===== config.mk =====
export PLATFORM = sky130hd
export DESIGN_NAME = imm_decode_pipe
export DESIGN_NICKNAME = d
export VERILOG_FILES = /design/src/rtl/riscv_pkg.sv /design/src/rtl/imm_extract.sv /design/src/rtl/imm_decode_pipe.sv
export SDC_FILE = /design/constraint.sdc
export NUM_CORES = 1
export LEC_CHECK = 0
export ABC_CLOCK_PERIOD_IN_PS = 1400
export BUFFER_PORTS_ARGS = -buffer_cell sky130_fd_sc_hd__clkbuf_2
export CORE_UTILIZATION = 45
export CTS_CLUSTER_DIAMETER = 50
export DETAILED_ROUTE_END_ITERATION = 6
export PLACE_DENSITY_LB_ADDON = 0.2
export REMOVE_ABC_BUFFERS = 1
export SYNTH_ARGS = -nofsm -noshare
export SYNTH_HDL_FRONTEND = slang
export SYNTH_HIERARCHICAL = 1
export SYNTH_SLANG_ARGS = --single-unit

===== constraint.sdc =====
create_clock -name clk -period 1.4 [get_ports clk]
set_clock_uncertainty 0.1 [all_clocks]
set_input_delay 0.35 -clock clk [delete_from_list [all_inputs] [get_ports clk]]
set_output_delay 0.35 -clock clk [all_outputs]
set_load 0.05 [all_outputs]

===== src/rtl/riscv_pkg.sv =====
// Shared RISC-V decode definitions: immediate format tags, base opcodes
// and small decode helpers used by the decode-stage blocks.
package riscv_pkg;

    typedef enum logic [2:0] {
        FMT_NONE  = 3'd0,
        FMT_I     = 3'd1,
        FMT_S     = 3'd2,
        FMT_B     = 3'd3,
        FMT_U     = 3'd4,
        FMT_J     = 3'd5,
        FMT_SHAMT = 3'd6
    } imm_fmt_t;

    localparam logic [6:0] OP_LOAD      = 7'b0000011;
    localparam logic [6:0] OP_MISC_MEM  = 7'b0001111;
    localparam logic [6:0] OP_OP_IMM    = 7'b0010011;
    localparam logic [6:0] OP_JALR      = 7'b1100111;
    localparam logic [6:0] OP_SYSTEM    = 7'b1110011;
    localparam logic [6:0] OP_OP_IMM_32 = 7'b0011011;
    localparam logic [6:0] OP_STORE     = 7'b0100011;
    localparam logic [6:0] OP_BRANCH    = 7'b1100011;
    localparam logic [6:0] OP_LUI       = 7'b0110111;
    localparam logic [6:0] OP_AUIPC     = 7'b0010111;
    localparam logic [6:0] OP_JAL       = 7'b1101111;
    localparam logic [6:0] OP_OP        = 7'b0110011;
    localparam logic [6:0] OP_OP_32     = 7'b0111011;

    localparam logic [2:0] F3_SLL = 3'b001;
    localparam logic [2:0] F3_SRX = 3'b101;

    // funct3 values that turn an OP-IMM style opcode into a shift
    function automatic logic is_shift_funct3(input logic [2:0] funct3);
        return (funct3 == F3_SLL) || (funct3 == F3_SRX);
    endfunction

endpackage


===== src/rtl/imm_extract.sv =====
// Purely combinational immediate extraction for one 32-bit base instruction:
// classifies the format, sign-extends the immediate to DATA_WIDTH and flags
// opcodes that are not part of the base ISA for this XLEN.
module imm_extract
    import riscv_pkg::*;
#(
    parameter int DATA_WIDTH = 32
) (
    input  logic [31:0]           inst,
    output logic [DATA_WIDTH-1:0] imm,
    output imm_fmt_t              fmt,
    output logic                  illegal
);

    localparam bit IS_RV64 = (DATA_WIDTH == 64);

    logic [6:0]            opcode;
    logic [2:0]            funct3;
    logic [DATA_WIDTH-1:0] imm_i;
    logic [DATA_WIDTH-1:0] imm_s;
    logic [DATA_WIDTH-1:0] imm_b;
    logic [DATA_WIDTH-1:0] imm_u;
    logic [DATA_WIDTH-1:0] imm_j;
    logic [DATA_WIDTH-1:0] shamt_xlen;
    logic [DATA_WIDTH-1:0] shamt_word;

    assign opcode = inst[6:0];
    assign funct3 = inst[14:12];

    // Size casts of signed operands sign-extend from their top bit; the U
    // form is sign-extended from bit 31 so RV64 sees the upper word filled.
    assign imm_i      = DATA_WIDTH'($signed(inst[31:20]));
    assign imm_s      = DATA_WIDTH'($signed({inst[31:25], inst[11:7]}));
    assign imm_b      = DATA_WIDTH'($signed({inst[31], inst[7], inst[30:25], inst[11:8], 1'b0}));
    assign imm_u      = DATA_WIDTH'($signed({inst[31:12], 12'b0}));
    assign imm_j      = DATA_WIDTH'($signed({inst[31], inst[19:12], inst[20], inst[30:21], 1'b0}));
    assign shamt_word = DATA_WIDTH'(inst[24:20]);
    assign shamt_xlen = IS_RV64 ? DATA_WIDTH'(inst[25:20]) : DATA_WIDTH'(inst[24:20]);

    // Opcode classification selects the immediate; unknown opcodes give zero
    always_comb begin
        imm     = '0;
        fmt     = FMT_NONE;
        illegal = 1'b0;
        case (opcode)
            OP_LOAD, OP_MISC_MEM, OP_JALR, OP_SYSTEM: begin
                fmt = FMT_I;
                imm = imm_i;
            end
            OP_OP_IMM: begin
                if (is_shift_funct3(funct3)) begin
                    fmt = FMT_SHAMT;
                    imm = shamt_xlen;
                end else begin
                    fmt = FMT_I;
                    imm = imm_i;
                end
            end
            OP_OP_IMM_32: begin
                if (!IS_RV64) begin
                    illegal = 1'b1;
                end else if (is_shift_funct3(funct3)) begin
                    fmt = FMT_SHAMT;
                    imm = shamt_word;
                end else begin
                    fmt = FMT_I;
                    imm = imm_i;
                end
            end
            OP_STORE: begin
                fmt = FMT_S;
                imm = imm_s;
            end
            OP_BRANCH: begin
                fmt = FMT_B;
                imm = imm_b;
            end
            OP_LUI, OP_AUIPC: begin
                fmt = FMT_U;
                imm = imm_u;
            end
            OP_JAL: begin
                fmt = FMT_J;
                imm = imm_j;
            end
            OP_OP: begin
                fmt = FMT_NONE;
            end
            OP_OP_32: begin
                illegal = !IS_RV64;
            end
            default: begin
                illegal = 1'b1;
            end
        endcase
    end

endmodule


===== src/rtl/imm_decode_pipe.sv =====
// Decode-stage immediate generator with a two-entry skid buffer (main M,
// skid K). Outputs come straight from M; in_ready depends only on K so the
// fetch side never sees a combinational path from out_ready.
module imm_decode_pipe
    import riscv_pkg::*;
#(
    parameter int DATA_WIDTH = 32
) (
    input  logic                  clk,
    input  logic                  rst_n,
    input  logic                  in_valid,
    output logic                  in_ready,
    input  logic [31:0]           in_inst,
    output logic                  out_valid,
    input  logic                  out_ready,
    output logic [DATA_WIDTH-1:0] out_imm,
    output imm_fmt_t              out_fmt,
    output logic                  out_illegal
);

    if ((DATA_WIDTH != 32) && (DATA_WIDTH != 64)) begin : g_bad_width
        $error("imm_decode_pipe: DATA_WIDTH must be 32 or 64");
    end

    logic [DATA_WIDTH-1:0] dec_imm;
    imm_fmt_t              dec_fmt;
    logic                  dec_illegal;

    logic                  m_valid;
    logic [DATA_WIDTH-1:0] m_imm;
    imm_fmt_t              m_fmt;
    logic                  m_illegal;

    logic                  k_valid;
    logic [DATA_WIDTH-1:0] k_imm;
    imm_fmt_t              k_fmt;
    logic                  k_illegal;

    logic                  accept;
    logic                  m_free;

    imm_extract #(
        .DATA_WIDTH (DATA_WIDTH)
    ) u_extract (
        .inst    (in_inst),
        .imm     (dec_imm),
        .fmt     (dec_fmt),
        .illegal (dec_illegal)
    );

    assign in_ready    = !k_valid;
    assign accept      = in_valid && in_ready;
    assign m_free      = !m_valid || out_ready;

    assign out_valid   = m_valid;
    assign out_imm     = m_imm;
    assign out_fmt     = m_fmt;
    assign out_illegal = m_illegal;

    // M refills from K first (K is older), otherwise from a new accept; a new
    // accept while M is stalled parks in K, which then blocks further input.
    always_ff @(posedge clk or negedge rst_n) begin
        if (!rst_n) begin
            m_valid   <= 1'b0;
            m_imm     <= '0;
            m_fmt     <= FMT_NONE;
            m_illegal <= 1'b0;
            k_valid   <= 1'b0;
            k_imm     <= '0;
            k_fmt     <= FMT_NONE;
            k_illegal <= 1'b0;
        end else if (m_free) begin
            if (k_valid) begin
                m_valid   <= 1'b1;
                m_imm     <= k_imm;
                m_fmt     <= k_fmt;
                m_illegal <= k_illegal;
                k_valid   <= 1'b0;
            end else if (accept) begin
                m_valid   <= 1'b1;
                m_imm     <= dec_imm;
                m_fmt     <= dec_fmt;
                m_illegal <= dec_illegal;
            end else begin
                m_valid   <= 1'b0;
            end
        end else if (accept) begin
            k_valid   <= 1'b1;
            k_imm     <= dec_imm;
            k_fmt     <= dec_fmt;
            k_illegal <= dec_illegal;
        end
    end

endmodule


==> results of run 1 <==
## layout make-up
cell class,count,area (µm²),share of cell area (%)
Multi-Input combinational cell,200,2377,39.18
Sequential cell,74,1853,30.54
Timing Repair Buffer,142,1519,25.04
Tap cell,108,135.1,2.227
Clock inverter,5,33.78,0.5568
Clock buffer,10,127.6,2.104
Inverter,3,21.27,0.3506
## sequential cells by signal, indices dropped and copies added, names as in the netlist
register,flops
k_fmt,3
out_imm,32
out_illegal,1
k_valid,1
k_imm,32
out_valid,1
k_illegal,1
out_fmt,3
## worst paths after layout
kind,from,end
setup / recovery,in_inst[3],out_imm[21]
max in group asynchronous,rst_n,k_valid
hold / removal,in_valid,out_valid
setup reg to reg,k_valid,out_imm[22]
min in group asynchronous,rst_n,out_imm[16]
hold reg to reg,k_imm[17],k_imm[17]
## worst max-delay path: stages
cell and delay (ns):
clkbuf_16 0.13, xor2_4 0.19, o22ai_4 0.09, a31oi_4 0.21
buf_6 0.15, a21boi_4 0.07, a21o_1 0.18, mux2_2 0.27
mux2_2 0.27
## kinds of logic (layout without fill, tap and decap cells)
| kind of cell | count (synthesis) | after routing |
|---|---|---|
| AOI/OAI and AO/OA | 44 | 45 |
| xor gates and xnor gates | 2 | 2 |
| buffers and inverters | 22 | 160 |
| DFF | 74 | 74 |
| muxes | 108 | 108 |
| and+or+nand+nor | 45 | 45 |
## cells in the mapped netlist, drive strengths merged
cell type and number:
or2 1, o21a 3, o31ai 1, nor2b 3, and3 1, a21oi 5
nor3 3, xor2 1, a31oi 1, dfrtp 74, mux2 108, o21ai 1
a21o 20, and2 7, o21bai 1, nand2 10, o2bb2ai 2, nand4 1
clkbuf 1, nand3 5, a32o 1, a22o 5, inv 3, nor3b 1
a21boi 3, o22ai 1, xnor2 1, nor2 11, buf 18, nand2b 2
## timing repair
item,4_1_cts,5_1_grt
pin swaps,19,9
resized for setup,163,62
cloned,6,1
hold buffers,1,0
setup buffers,20,18
endpoints found under the setup margin,110,98
hold endpoints to repair,74,0
## layer usage
| metal | GRT usage, % | vias up | wire, µm |
|---|---|---|---|
| li1 | - | 1325 | - |
| met1 | 29.44 | 1454 | 4540 |
| met2 | 34.32 | 52 | 4740 |
| met3 | 2.878 | 6 | 324 |
| met4 | 6.335 | 0 | 108 |
| met5 | 0 | - | 0 |
## where the power goes
| group | internal (mW) | switching (mW) |
|---|---|---|
| combinational | 0.740 | 0.654 |
| clock | 0.632 | 0.816 |
| sequential | 2.25 | 0.0740 |
| total | 3.62 | 1.54 |
==> metrics.txt, run 1 <==
status finished with violations; failing checks negative setup slack; synthesized instance count 295; hold path cells 3; cell taking the most area after synthesis dfrtp_1; Peak supply drop 0.0005330 V; most frequent cells in the layout mux2_4, dfrtp_1, buf_4, clkbuf_2, clkbuf_8; Initial Util between 40% and 50%; global-route wire length before repair ~16000 µm; largest family of logic cells by synthesized area multiplexers; vias in the first global route between 2k and 3k; setup slack after layout -0.4022 ns; CTS tree built; Ant. Diodes 0; area fraction of the dominant cell type after synthesis ~45%; number of antenna violations at the first check in global routing 0; routed vias approximately 2.8k; final design utilization 69.23%; # port buffers 73; crit path kind primary input to flip-flop; clock-pin transition on the worst setup and hold timing paths ~0.08 ns; Die Area about 9500 µm²; total grt overflow 0; 1st-iter DRT viols 70; clk_lat worst skew approximately 0.33 ns; CP Launch Type primary input; pwr dens roughly 850 nW/µm²; Seq cells post-synth 74; R2R depth 5; max cap viols 0; r2r setup slk -0.31 ns; Total Wirelength around 9700 µm; synth warn 6; Slew Viols, Final 0; # placed instances 491; worst min-delay path class primary input to flip-flop; worst slack, placed -0.8624 ns; final total power 5.161 mW; register area share after synthesis a little under half; area grow syn2layout 48.06%; total clock sinks between 70 and 80; RSZ-0062 raised after global routing yes; Setup TNS Final -22.40 ns; Post-DP Area between 4000 and 5000 µm²; Final GP Congestion between 0.8 and 0.9; Tot GR Track Use a little over a fifth; die height about 97 µm; commonest non-fill, non-tap cell in the layout mux2_4; average wire per standard cell roughly 18 µm; Compound-Gate Fraction of Synth Area around 9.1%; top cells by area, synth dfrtp_1, mux2_4, mux2_1; actual slew at the worst max-slew pin 0.4120 ns; Fill cells 628; final setup fails 74; total CTS buffers 9; Mapped Area around 4100 µm²; Distinct cells, synth 40; Worst Path Required 1.51 ns; Die W a little under 100 µm; crit path DAT approximately 1.9 ns; layout cell share with drive strength beyond 1 a little over two thirds; Core ar. around 8800 µm²; Final period util 128.7%; DRT Pass-1 Iters 4; Leak approximately 3.1 nW; H-tree depth 3; residual DRC count 0; vias per cell approximately 5.2; final number of hold-violating endpoints 0; post-route antenna net violation count 0; number of nets in the layout 466; floorplan row count 34; multiplexer share of the synthesized area approximately 34%; Slew HR between 70 and 80%; adder-cell share of the synthesized area 0%; post-layout min period ~1.8 ns; post-DP HPWL just under 6000 µm; Post-Layout Inst Area just over 6000 µm²; largest net degree at the start of global routing 75; Fin Hold WS approximately 0.19 ns; Root Driver clkbuf_8; Cell Count, Final, Fillers Out around 540; XOR/XNOR Fraction of Synth Area less than 1%; Simple-Gate Fraction of Synth Area 5.740%; CP Max Fanout 6; I/O pin cnt 74; syn avg cell area between 10 and 15 µm²; maximum operating frequency 554.9 MHz; CP endpoint kind flip-flop; clk buf depth 2
No activity file was read; power rests on OpenSTA's default activity.
==> run 2, diff against run 1 <==
--- a/config.mk
+++ b/config.mk
@@ -14,5 +14,4 @@
 export REMOVE_ABC_BUFFERS = 1
 export SYNTH_ARGS = -nofsm -noshare
 export SYNTH_HDL_FRONTEND = slang
-export SYNTH_HIERARCHICAL = 1
 export SYNTH_SLANG_ARGS = --single-unit
==> metrics.txt, run 2 <==
clk buf depth 2 (unchanged); post-DP HPWL 6911 µm (+18%); max cap viols 0 (unchanged); Cell Count, Final, Fillers Out 644 (+19%); sw frac 34.47% (+4.6 points); Die Area 8270 µm² (-13%); pwr dens 1101 nW/µm² (+29%); routed vias 3682 (+30%); vias in the first global route 3546 (+19%); crit path kind primary input to flip-flop; total grt overflow 0 (unchanged); worst slack, placed -0.8684 ns (-0.006088 ns); Die W 90.94 µm (-6.7%); synth warn 0 (-6); largest family of logic cells by synthesized area compound AO/OA/AOI/OAI gates; clk_lat worst skew 0.35 ns (+0.02 ns); final number of hold-violating endpoints 0 (unchanged); Max stage delay on crit path 0.58 ns (+0.31 ns); Mapped Area 3560 µm² (-13%); H-tree depth 3 (unchanged); commonest non-fill, non-tap cell in the layout dfrtp_1; setup slack after layout -0.4734 ns (-0.07123 ns); number of antenna violations at the first check in global routing 0 (unchanged); met2 Usage GRT 44.70% (+10 points); multiplexer share of the synthesized area 0.2812% (-34 points); Final GP Congestion 0.8448 (+5.3%); Distinct cells, synth 42 (+5.0%); synthesized instance count 394 (+34%); area grow syn2layout 58.84%; Ant. Diodes 0 (unchanged); maximum operating frequency 533.8 MHz (-3.8%); CP Max Fanout 8 (+2); Core ar. 7687 µm² (-12%); die height 90.94 µm (-6.7%); top cells by area, synth dfrtp_1, nand2_1, a21oi_1; residual DRC count 0 (unchanged); # port buffers 73 (unchanged); total clock sinks 74 (unchanged); status finished with violations; failing checks negative setup slack; 1st-iter DRT viols 231 (+230%); Sequential Power Share 40.2% (-4.7 points); Fill cells 526 (-16%); clock-pin transition on the worst setup and hold timing paths 0.08 ns (about the same); Peak supply drop 0.0005382 V (+0.96%); CP endpoint kind flip-flop; adder-cell share of the synthesized area 0% (unchanged); Simple-Gate Fraction of Synth Area 20.46% (+15 points); post-route antenna net violation count 0 (unchanged); actual slew at the worst max-slew pin 0.4181 ns (+0.006115 ns); GRT Max-Usage Layer met2; DRT Pass-1 Iters 4 (unchanged); Total Wirelength 11190 µm (+15%); Leak 2.597 nW (-17%); XOR/XNOR Fraction of Synth Area 0.2460% (-0.64 points); Slew Viols, Final 0 (unchanged); global-route wire length before repair 17230 µm (+8.9%); Slew HR 72.12% (-0.38 points); largest net degree at the start of global routing 75 (unchanged); CP Launch Type primary input; number of nets in the layout 573 (+23%); vias per cell 5.717 (+9.2%); global routing usage on met3 3.601% (+0.72 points); Internal 4.079 mW (+13%); final setup fails 70 (-5.4%); cell taking the most area after synthesis dfrtp_1; most frequent cells after synthesis dfrtp_1, nand2_1, a21oi_1, o21ai_0, nor2_1; total CTS buffers 9 (unchanged); top-count cell post-synth dfrtp_1; Final period util 133.8% (+5.1 points); Comb pwr share 32.3% (+5.3 points); Root Driver clkbuf_8; most frequent cells in the layout dfrtp_1, buf_4, nand2_1, a21oi_1, clkbuf_2; area fraction of the dominant cell type after synthesis 52.02% (+6.8 points); post-layout min period 1.873 ns (+0.07123 ns); Initial Util 46.31% (-0.45 points); Clock power frac 27.5% (-0.6 points); average wire per standard cell 17.37 µm (-3.1%); syn avg cell area 9.035 µm² (-35%); I/O pin cnt 74 (unchanged); CP Cell Sequence buf_6 > or3b_4 > or4_4 > a31oi_4 > o22ai_4 > a211oi_2; ys flop type dfrtp_1; r2r setup slk -0.23 ns (+0.08 ns); Crit-path slowest cell or4_4; worst min-delay path class primary input to flip-flop; final design utilization 73.55% (+4.3 points); Worst Path Required 1.57 ns (+0.06 ns); # placed instances 602 (+23%); Fin Hold WS 0.1601 ns (-0.02858 ns); crit path DAT 2.05 ns (+0.13 ns); Seq cells post-synth 74 (unchanged); floorplan row count 32 (-5.9%); P_sw 2.146 mW (+39%); RSZ-0062 raised after global routing yes; Compound-Gate Fraction of Synth Area 23.02% (+14 points); layout cell share with drive strength beyond 1 43.54% (-27 points); CTS tree built; register area share after synthesis 52.02% (+6.8 points); GR Util met1 35.60% (+6.2 points); Post-synth EDFFs 0 (unchanged); Tot GR Track Use 26.53% (+5.4 points); Post-synth ARST share 100.0% (unchanged)
## run 2: kinds of logic after synthesis
group	after synthesis
mux	1
compound gates	131
simple gates	152
flops	74
xor+xnor	1
buf+inv	35
## run 2: final timing paths
path,from,endpoint,depth (start not counted)
max in group asynchronous,rst_n,k_imm[28],3
worst min-delay path,in_inst[29],k_imm[9],2
min in group asynchronous,rst_n,out_imm[10],3
worst min register to register,k_imm[30],k_imm[30],2
worst max-delay path,in_inst[3],out_imm[13],6
worst max register to register,k_valid,out_imm[18],5
## run 2: per-stage QoR
| step | cell area [µm²] | setup TNS, ns | power (mW) |
|---|---|---|---|
| floorplan | 3430 | -86.69 | 3.379 |
| global placement | 4491 | -50.53 | 3.968 |
| detailed placement | 4491 | -52.48 | 3.991 |
| CTS | 5289 | -22.73 | 6.020 |
| global route | 5654 | -27.10 | 6.470 |
| finish | 5654 | -24.08 | 6.225 |
## run 2: worst max-delay path: cells and delay by family
family	cells	cell delay (ns)
AO/OA/AOI/OAI	3	0.62
buffers and inverters	1	0.09
AND/OR/NAND/NOR	2	0.97
## run 2: final cells by class
cell class | instances | area [µm²] | share of cell area [%]
multi-input combinational | 285 | 1888 | 33.39
sequential | 74 | 1853 | 32.77
timing repair buffer | 164 | 1569 | 27.75
clock buffer | 10 | 137.6 | 2.434
tap | 102 | 127.6 | 2.257
clock inverter | 6 | 65.06 | 1.151
inverter | 3 | 13.76 | 0.2434
## run 2: timing repair
item	CTS	global route
hold buffers	1	0
resized for setup	146	65
pin swaps	42	19
setup buffers	8	13
hold endpoints to repair	74	0
endpoints found under the setup margin	109	99
gates cloned	1	3
## run 2: metal layers
layer / vias up / part of all wire (%)
met1: 1820 / 42
met5: - / 0
met2: 131 / 51
li1: 1711 / -
met4: 0 / 1.9
met3: 20 / 4.7
## run 2: power by group through the flow
| stage | logic [mW] | clock network [mW] | registers [mW] |
|---|---|---|---|
| 2_1_floorplan | 0.399 | 0 | 2.98 |
| 3_3_place_gp | 1.46 | 0 | 2.51 |
| 3_5_place_dp | 1.48 | 0 | 2.51 |
| 4_1_cts | 1.79 | 1.75 | 2.49 |
| 5_1_grt | 2.11 | 1.83 | 2.53 |
| 6_report | 2.01 | 1.71 | 2.51 |
==> run 3, diff against run 2 <==
--- a/config.mk
+++ b/config.mk
@@ -11,7 +11,6 @@
 export CTS_CLUSTER_DIAMETER = 50
 export DETAILED_ROUTE_END_ITERATION = 6
 export PLACE_DENSITY_LB_ADDON = 0.2
-export REMOVE_ABC_BUFFERS = 1
 export SYNTH_ARGS = -nofsm -noshare
 export SYNTH_HDL_FRONTEND = slang
 export SYNTH_SLANG_ARGS = --single-unit
==> metrics.txt, run 3 (same netlist as run 2, synthesis figures left out) <==
Slew HR 71.24% (-0.88 points); setup slack after layout -0.4707 ns (+0.002715 ns); average wire per standard cell 17.62 µm (+1.5%); worst min-delay path class primary input to flip-flop; Ant. Diodes 0 (unchanged); Post-DP Area 4553 µm² (+1.4%); residual DRC count 0 (unchanged); Tot GR Track Use 27.22% (+0.68 points); Internal 4.162 mW (+2.0%); Die Area 8270 µm² (unchanged); post-DP HPWL 7054 µm (+2.1%); global-route wire length before repair 17510 µm (+1.6%); post-layout min period 1.871 ns (-0.002715 ns); P_sw 2.098 mW (-2.2%); status finished with violations; Core ar. 7687 µm² (unchanged); crit path kind primary input to flip-flop; pwr dens 1113 nW/µm² (+1.1%); CP endpoint kind flip-flop; RSZ-0062 raised after global routing yes; Fin Hold WS 0.1775 ns (+0.01744 ns); area grow syn2layout 58.00%; H-tree depth 3 (unchanged); routed vias 3662 (-0.54%); Leak 2.550 nW (-1.8%); die height 90.94 µm (unchanged); total clock sinks 74 (unchanged); CP Max Fanout 8 (unchanged); maximum operating frequency 534.6 MHz (+0.15%); post-route antenna net violation count 0 (unchanged); Worst Path Required 1.56 ns (about the same); clk buf depth 2 (unchanged); layout cell share with drive strength beyond 1 44.49% (+0.94 points); total CTS buffers 9 (unchanged); Die W 90.94 µm (unchanged); Post-Layout Inst Area 5624 µm² (-0.53%); max cap viols 0 (unchanged); largest net degree at the start of global routing 46 (-39%); floorplan row count 32 (unchanged); Sequential Power Share 40.0% (-0.2 points); Comb pwr share 31.3% (-1.0 points); CTS tree built; Clock power frac 28.7% (+1.2 points); commonest non-fill, non-tap cell in the layout dfrtp_1; number of nets in the layout 566 (-1.2%); # port buffers 73 (unchanged); vias per cell 5.749 (+0.55%); Total Wirelength 11230 µm (+0.36%); most frequent cells in the layout dfrtp_1, buf_4, nand2_1, clkbuf_2, o21ai_1; failing checks negative setup slack; 1st-iter DRT viols 240 (+3.9%); Final GP Congestion 0.7770 (-8.0%); Root Driver clkbuf_8; total grt overflow 0 (unchanged); Syn Nets between 400 and 500; clock-pin transition on the worst setup and hold timing paths 0.08 ns (about the same); crit path DAT 2.03 ns (-0.02 ns); Slew Viols, Final 0 (unchanged); I/O pin cnt 74 (unchanged); Initial Util 46.31% (unchanged); final number of hold-violating endpoints 0 (unchanged); actual slew at the worst max-slew pin 0.4298 ns (+0.01164 ns); DRT Pass-1 Iters 6 (+2); final design utilization 73.16% (-0.39 points); clk_lat worst skew 0.34 ns (about the same); final total power 6.260 mW (+0.56%); Final period util 133.6% (-0.19 points); Peak supply drop 0.0006204 V (+15%); CP Launch Type primary input; vias in the first global route 3454 (-2.6%); sw frac 33.51% (-0.96 points); final setup fails 67 (-4.3%); number of antenna violations at the first check in global routing 0 (unchanged)
run 3: cell count changes in the layout (fill, tap and decap cells not counted), sizes merged:
cell / previous run / this run
bufbuf: 0 / 2
inv: 4 / 3
o21ai: 36 / 37
bufinv: 1 / 2
clkdlybuf4s15: 0 / 1
clkinvlp: 1 / 0
clkbuf: 62 / 52
run 3: worst max-delay path: stages:
cell	delay, ns
buf_6	0.09
or3b_4	0.38
or4_4	0.54
a31oi_4	0.22
o22ai_4	0.18
a211oi_2	0.27
run 3: worst paths after layout:
check | start | endpoint | slack (ns) | cells past startpoint
max | in_inst[6] | out_imm[19] | -0.47 | 6
min | in_inst[14] | out_imm[14] | 0.18 | 3
max reg2reg | out_valid | out_imm[19] | -0.28 | 6
min reg2reg | k_fmt[2] | k_fmt[2] | 0.38 | 2
max in group asynchronous | rst_n | out_imm[4] | 0.43 | 3
min in group asynchronous | rst_n | k_imm[25] | 0.42 | 3
run 3: per-layer routing:
| layer | wire (µm) | track usage (%) | vias up | share of wire [%] |
|---|---|---|---|---|
| met3 | 598 | 5.276 | 23 | 5.3 |
| met2 | 5623 | 43.24 | 159 | 50 |
| met1 | 4737 | 37.34 | 1776 | 42 |
| li1 | - | - | 1704 | - |
| met5 | 0 | 0 | - | 0 |
| met4 | 266 | 9.524 | 0 | 2.4 |
run 3: power by group through the flow:
stage | clock network, mW | registers (mW) | logic, mW
6_report | 1.79 | 2.51 | 1.96
5_1_grt | 1.92 | 2.53 | 2.06
4_1_cts | 1.80 | 2.48 | 1.77
3_5_place_dp | 0 | 2.51 | 1.50
3_3_place_gp | 0 | 2.51 | 1.49
2_1_floorplan | 0 | 2.97 | 0.532
run 3: repair_timing:
item / CTS / global route
gates resized for setup: 101 / 80
setup buffers: 9 / 11
endpoints found under the hold margin: 74 / 0
setup endpoints to repair: 108 / 107
hold buffers: 1 / 0
cloned: 4 / 1
pin swaps: 20 / 27
run 3: cell type report:
type	count	area (µm²)
clock buffers	11	131.4
clock inverters	5	78.83
fillers	556	2063
inverters	3	11.26
multi-input cells	286	1918
flip-flops and latches	74	1854
well taps	102	127.6
repair buffers	156	1503
run 3: per-stage QoR:
step                      instances  setup WS, ns  setup TNS, ns
final                           637       -0.4707         -23.00
after global routing            637       -0.5024         -26.31
after CTS                       627       -0.4547         -22.76
after detailed placement        597       -0.9022         -50.42
after global placement          597       -0.8360         -48.68
after floorplan                 394       -0.7303         -39.55
